<file path="src/rtl/sw_feeder.sv">
// Sequence feeder for a Smith-Waterman style aligner: holds two packed base
// sequences, streams them out one base pair per cycle, then waits for the score.
module sw_feeder #(
    parameter int SEQ_LEN = 256,
    parameter int TIMEOUT = 4095
) (
    input  logic        clk,
    input  logic        reset,
    input  logic        wr_en,
    input  logic        wr_sel,
    input  logic [5:0]  wr_addr,
    input  logic [7:0]  wr_data,
    input  logic        start,
    output logic        busy,
    output logic        done,
    output logic        error,
    output logic [11:0] result,
    output logic        valid,
    output logic [1:0]  data_s,
    output logic [1:0]  data_t,
    input  logic        finish,
    input  logic [11:0] max
);

    localparam int IDX_W = $clog2(SEQ_LEN);
    localparam logic [IDX_W-1:0] LAST_IDX = IDX_W'(SEQ_LEN - 1);
    localparam logic [11:0] WAIT_LAST = 12'(TIMEOUT - 1);

    typedef enum logic [1:0] {
        IDLE   = 2'd0,
        STREAM = 2'd1,
        WAIT   = 2'd2,
        DONE   = 2'd3
    } state_t;

    state_t state_reg, state_next;

    logic [IDX_W-1:0] idx_reg, idx_next;
    logic [11:0]      wait_cnt_reg, wait_cnt_next;
    logic             valid_reg, valid_next;
    logic [1:0]       data_s_reg, data_s_next;
    logic [1:0]       data_t_reg, data_t_next;
    logic [11:0]      result_reg, result_next;
    logic             error_reg, error_next;

    logic [1:0] mem_s [SEQ_LEN];
    logic [1:0] mem_t [SEQ_LEN];

    logic             wr_ok;
    logic [IDX_W-1:0] wr_idx [4];
    logic [IDX_W-1:0] rd_idx;
    logic             bypass;
    logic [1:0]       rd_s;
    logic [1:0]       rd_t;

    // Out-of-range addresses must not alias onto valid bytes, so range is
    // checked on the full address before truncation.
    assign wr_ok = wr_en && (state_reg == IDLE) && (32'(wr_addr) < SEQ_LEN / 4);

    always_comb begin
        for (int k = 0; k < 4; k++) begin
            wr_idx[k] = IDX_W'({wr_addr, 2'(k)});
        end
    end

    // Sequence storage is deliberately outside the reset domain.
    always_ff @(posedge clk) begin
        if (wr_ok) begin
            for (int k = 0; k < 4; k++) begin
                if (wr_sel) begin
                    mem_t[wr_idx[k]] <= wr_data[2*k +: 2];
                end else begin
                    mem_s[wr_idx[k]] <= wr_data[2*k +: 2];
                end
            end
        end
    end

    // In IDLE the next base fetched is index 0; a write to byte 0 in the same
    // cycle as start is forwarded so the stream sees the new data.
    assign rd_idx = (state_reg == STREAM) ? idx_reg + 1'b1 : '0;
    assign bypass = wr_ok && (wr_addr == 6'd0);
    assign rd_s   = (bypass && !wr_sel) ? wr_data[1:0] : mem_s[rd_idx];
    assign rd_t   = (bypass &&  wr_sel) ? wr_data[1:0] : mem_t[rd_idx];

    always_comb begin
        state_next    = state_reg;
        idx_next      = idx_reg;
        wait_cnt_next = wait_cnt_reg;
        valid_next    = 1'b0;
        data_s_next   = 2'd0;
        data_t_next   = 2'd0;
        result_next   = result_reg;
        error_next    = error_reg;
        case (state_reg)
            IDLE: begin
                if (start) begin
                    state_next  = STREAM;
                    idx_next    = '0;
                    valid_next  = 1'b1;
                    data_s_next = rd_s;
                    data_t_next = rd_t;
                    error_next  = 1'b0;
                end
            end
            STREAM: begin
                if (idx_reg == LAST_IDX) begin
                    state_next    = WAIT;
                    wait_cnt_next = 12'd0;
                end else begin
                    idx_next    = idx_reg + 1'b1;
                    valid_next  = 1'b1;
                    data_s_next = rd_s;
                    data_t_next = rd_t;
                end
            end
            WAIT: begin
                // A finish arriving on the timeout cycle still wins.
                if (finish) begin
                    result_next = max;
                    error_next  = 1'b0;
                    state_next  = DONE;
                end else if (wait_cnt_reg == WAIT_LAST) begin
                    result_next = 12'd0;
                    error_next  = 1'b1;
                    state_next  = DONE;
                end else begin
                    wait_cnt_next = wait_cnt_reg + 12'd1;
                end
            end
            DONE: begin
                state_next = IDLE;
            end
            default: begin
                state_next = IDLE;
            end
        endcase
    end

    always_ff @(posedge clk or posedge reset) begin
        if (reset) begin
            state_reg    <= IDLE;
            idx_reg      <= '0;
            wait_cnt_reg <= 12'd0;
            valid_reg    <= 1'b0;
            data_s_reg   <= 2'd0;
            data_t_reg   <= 2'd0;
            result_reg   <= 12'd0;
            error_reg    <= 1'b0;
        end else begin
            state_reg    <= state_next;
            idx_reg      <= idx_next;
            wait_cnt_reg <= wait_cnt_next;
            valid_reg    <= valid_next;
            data_s_reg   <= data_s_next;
            data_t_reg   <= data_t_next;
            result_reg   <= result_next;
            error_reg    <= error_next;
        end
    end

    assign busy   = (state_reg != IDLE);
    assign done   = (state_reg == DONE);
    assign error  = error_reg;
    assign result = result_reg;
    assign valid  = valid_reg;
    assign data_s = data_s_reg;
    assign data_t = data_t_reg;

endmodule

</file>
<file path="config.mk">
export PLATFORM = sky130hd
export DESIGN_NAME = sw_feeder
export DESIGN_NICKNAME = d
export VERILOG_FILES = /design/src/rtl/sw_feeder.sv
export SDC_FILE = /design/constraint.sdc
export NUM_CORES = 1
export LEC_CHECK = 0
export ABC_AREA = 1
export CAP_MARGIN = 25
export CORE_ASPECT_RATIO = 1.75
export CORE_MARGIN = 10
export CORE_UTILIZATION = 60
export DETAILED_ROUTE_END_ITERATION = 8
export PLACE_DENSITY = 0.77
export SLEW_MARGIN = 40
export SYNTH_ARGS = -nofsm -noshare
export SYNTH_HDL_FRONTEND = slang
export SYNTH_SLANG_ARGS = --single-unit
</file>
<file path="constraint.sdc">
create_clock -name clk -period 2.7 [get_ports clk]
set_clock_uncertainty 0.15 [all_clocks]
set_input_delay 0.27 -clock clk [delete_from_list [all_inputs] [get_ports clk]]
set_output_delay 0.27 -clock clk [all_outputs]
set_load 0.05 [all_outputs]
</file>
==> flow_metrics.py <==
metrics = {
    "final_layout": {
        "fill_cells": 4359,
        "finish.utilization_pct": 72.6,
        "final_nets": 4103,
        "drive_above_1_share_pct": 15.8,
        "layoutNonFillerInstCount": 5068,
        "area_growth_pct": 20.3,
        "fin_area_um2": 52900,
    },
    "clock_network": {
        "cts_buffers": 89,
        "htreeDepth": 3,
        "worstSkewPairLatency_ns": 0.69,
        "cts_max_path_buffers": 3,
        "tritoncts": "done",
        "cts.sinks": 1064,
        "clk_pin_slew_ns": 0.07,
        "clk_root_buffer_cell": "clkbuf_16",
    },
    "pwr": {
        "switching_share_pct": 30.8,
        "leakagePower_nw": 19.2,
        "clkPwrFrac_pct": 29.8,
        "combinationalPowerShare_pct": 27.2,
        "net-switching-power_mw": 13.2,
        "seqPwrFrac_pct": 43.0,
        "ir_worst_vdd_mv": 0.614,
        "p_int_mw": 29.6,
        "power_density_nw_per_um2": 810,
    },
    "synth": {
        "postSynthCellCount": 3777,
        "synth_ff_type": "edfxtp_1",
        "postSynth.asyncResetShare_pct": 3.76,
        "ys_types": 28,
        "synth_nets": 3816,
        "ys_seq_area_share_pct": 72.3,
        "synth_warnings": 0,
        "syn_area_um2": 43900,
        "syn_avg_cell_area_um2": 11.6,
        "synth_edf_count": 1024,
        "synth-seq-cells": 1064,
    },
    "sta": {
        "max_freq_ghz": 0.354,
        "slew_viol_final": 0,
        "finalWorstPathRequiredPeriod_ns": 2.82,
        "rsz0062_at_grt": "yes",
        "worst_slew_margin_rel_pct": 46.6,
        "setup_violations": 4,
        "tightest_slew_ns": 0.801,
        "worst_slack_ns": -0.124,
        "hold_violations": 0,
        "fin_crit_sh_pct": 105,
    },
    "placed_design": {
        "hpwl_mm": 70.7,
        "place_inst": 4835,
        "dpl_cell_area_um2": 47900,
        "dp_slack_ns": -0.217,
        "io_buffers": 51,
        "place_congestion": 0.891,
    },
    "floorplan": {
        "die_h_um": 378,
        "core_um2": 72800,
        "die_x_um": 225,
        "io_pins": 52,
        "die-area_um2": 84900,
        "rows": 131,
        "start_util_pct": 60.4,
    },
    "critical_path": {
        "endpoint": "data_t[0]",
        "reg2reg_from": "state_reg[1]",
        "cp_max_fo": 13,
        "r2r_setup_slack_ns": -0.12,
        "worst_setup_path_start_kind": "flip-flop",
        "path_class": "flip-flop to flip-flop",
        "critPathCaptureType": "flip-flop",
        "rr_endpoint": "data_t[0]",
        "cp.arrival_ns": 3.27,
        "timing.critical_path.from": "state_reg[1]",
        "reg2reg_depth": 16,
        "required_ns": 3.15,
    },
    "run_status": {
        "status": "finished with violations",
        "violations": "setup timing",
    },
    "run": {
        "maxCapViolations": 0,
    },
    "grt": {
        "antenna_found_initial": 3,
        "grt_remaining_overflow": 0,
        "grt_max_degree": 71,
        "grt_pass1_vias": 32000,
        "track_usage_pct": 29.5,
        "grt_pass1_wl_mm": 188,
    },
    "route": {
        "final_antenna_net_count": 0,
        "drt_wl_total_mm": 129,
        "first_iter_violations": 4176,
        "wire_per_inst_um": 25.4,
        "route.detailed.drc": 0,
        "firstDrtPassIters": 6,
        "via_per_inst": 6.42,
        "num_vias": 32600,
    },
    "min_path": {
        "min_path_type": "input port to flip-flop",
        "hold_start": "max[2]",
    },
}
layer usage:
metal / wire length [um] / GRT usage [%]
met4: 9620 / 20.0
met3: 13600 / 4.88
met1: 40600 / 33.3
met2: 64900 / 50.9
met5: 17 / 0
power by group through the flow:
stage / Combinational (mW) / Sequential [mW] / Clock (mW)
2_1_floorplan: 5.47 / 19.2 / 0
3_3_place_gp: 9.51 / 18.8 / 0
3_5_place_dp: 9.70 / 18.8 / 0
4_1_cts: 10.6 / 18.4 / 12.8
5_1_grt: 12.3 / 18.4 / 13.4
6_report: 11.7 / 18.4 / 12.7
worst min path at each step:
stage | endpoint | slack [ns] | cells after the start
after floorplan | mem_s[0][0] | 0.22 | 0
after global placement | wait_cnt_reg[3] | 0.30 | 1
after detailed placement | error | 0.31 | 2
after CTS | result[9] | 0.005 | 3
after global routing | result[9] | 0.03 | 3
final | result[2] | 0.02 | 3
cell usage after synthesis, types with 3 or more instances:
library cell  count  area [um2]
a21oi_1          91         455
buf_1            15        56.3
buf_2           170         851
buf_4             7        52.6
clkbuf_1         56         210
dfrtp_1          40        1000
edfxtp_1       1024       30700
ha_1              7        87.6
inv_1            59         221
inv_2             8        30.0
nand2_1        1001        3760
nand3_1        1089        5450
nand3_2           3        30.0
nor2_1           88         330
nor2_2            3        18.8
nor3_1           78         390
o21ai_0          22         110
cells by family after synthesis:
family | count (synthesis) | share of synthesized area (%)
DFF | 1064 | 72.3
buffers and inverters | 319 | 3.30
AOI/OAI and AO/OA | 118 | 1.36
adders and majority gates | 7 | 0.199
and+or+nand+nor | 2269 | 22.9
placed cells by master (no fill, tap or decap), types with 18 or more instances in the layout:
cell type,n
a21oi_1,82
buf_12,76
buf_16,23
buf_4,253
clkbuf_16,102
clkdlybuf4s50_1,42
clkinv_1,18
clkinv_2,21
dfrtp_1,40
edfxtp_1,1024
inv_1,57
nand2_1,1001
nand3_1,989
nand3_2,91
nor2_1,88
nor3_1,78
o21ai_0,22
worst max-delay path, stage by stage, from the launching register on:
cell     delay [ns]
dfrtp_1        0.39
inv_2          0.08
ha_4           0.22
buf_12         0.15
nand3_4        0.16
inv_8          0.14
buf_12         0.18
buf_4          0.16
nand3_1        0.10
nand3_1        0.14
nand3_1        0.14
nand3_1        0.13
buf_4          0.17
nand3_2        0.11
nand3_4        0.09
nand2_1        0.09
a21oi_2        0.14
stage by stage:
step | power [mW] | setup TNS [ns] | hold slack, ns
global route | 44.2 | -0.508 | 0.0338
CTS | 41.8 | 0 | 0.00543
global placement | 28.3 | -0.748 | 0.299
detailed placement | 28.5 | -0.761 | 0.308
floorplan | 24.6 | 0 | 0.219
finish | 42.8 | -0.337 | 0.0191
cell type report:
type / count / area (um2) / area share, %
Multi-Input combinational cell: 2394 / 11400 / 21.6
Antenna cell: 2 / 5.00 / 0.00947
Tap cell: 931 / 1160 / 2.20
Inverter: 69 / 299 / 0.566
Timing Repair Buffer: 446 / 5370 / 10.2
Clock buffer: 108 / 2400 / 4.55
Sequential cell: 1064 / 31800 / 60.1
Clock inverter: 54 / 453 / 0.857
repair_timing:
action,CTS,global route
gates cloned,13,9
pin swaps,3,28
resized for setup,64,121
endpoints found under the setup margin,5,8
hold buffers,15,0
endpoints found under the hold margin,177,0
setup buffers,20,14
No activity file was read; power rests on OpenSTA's default activity.
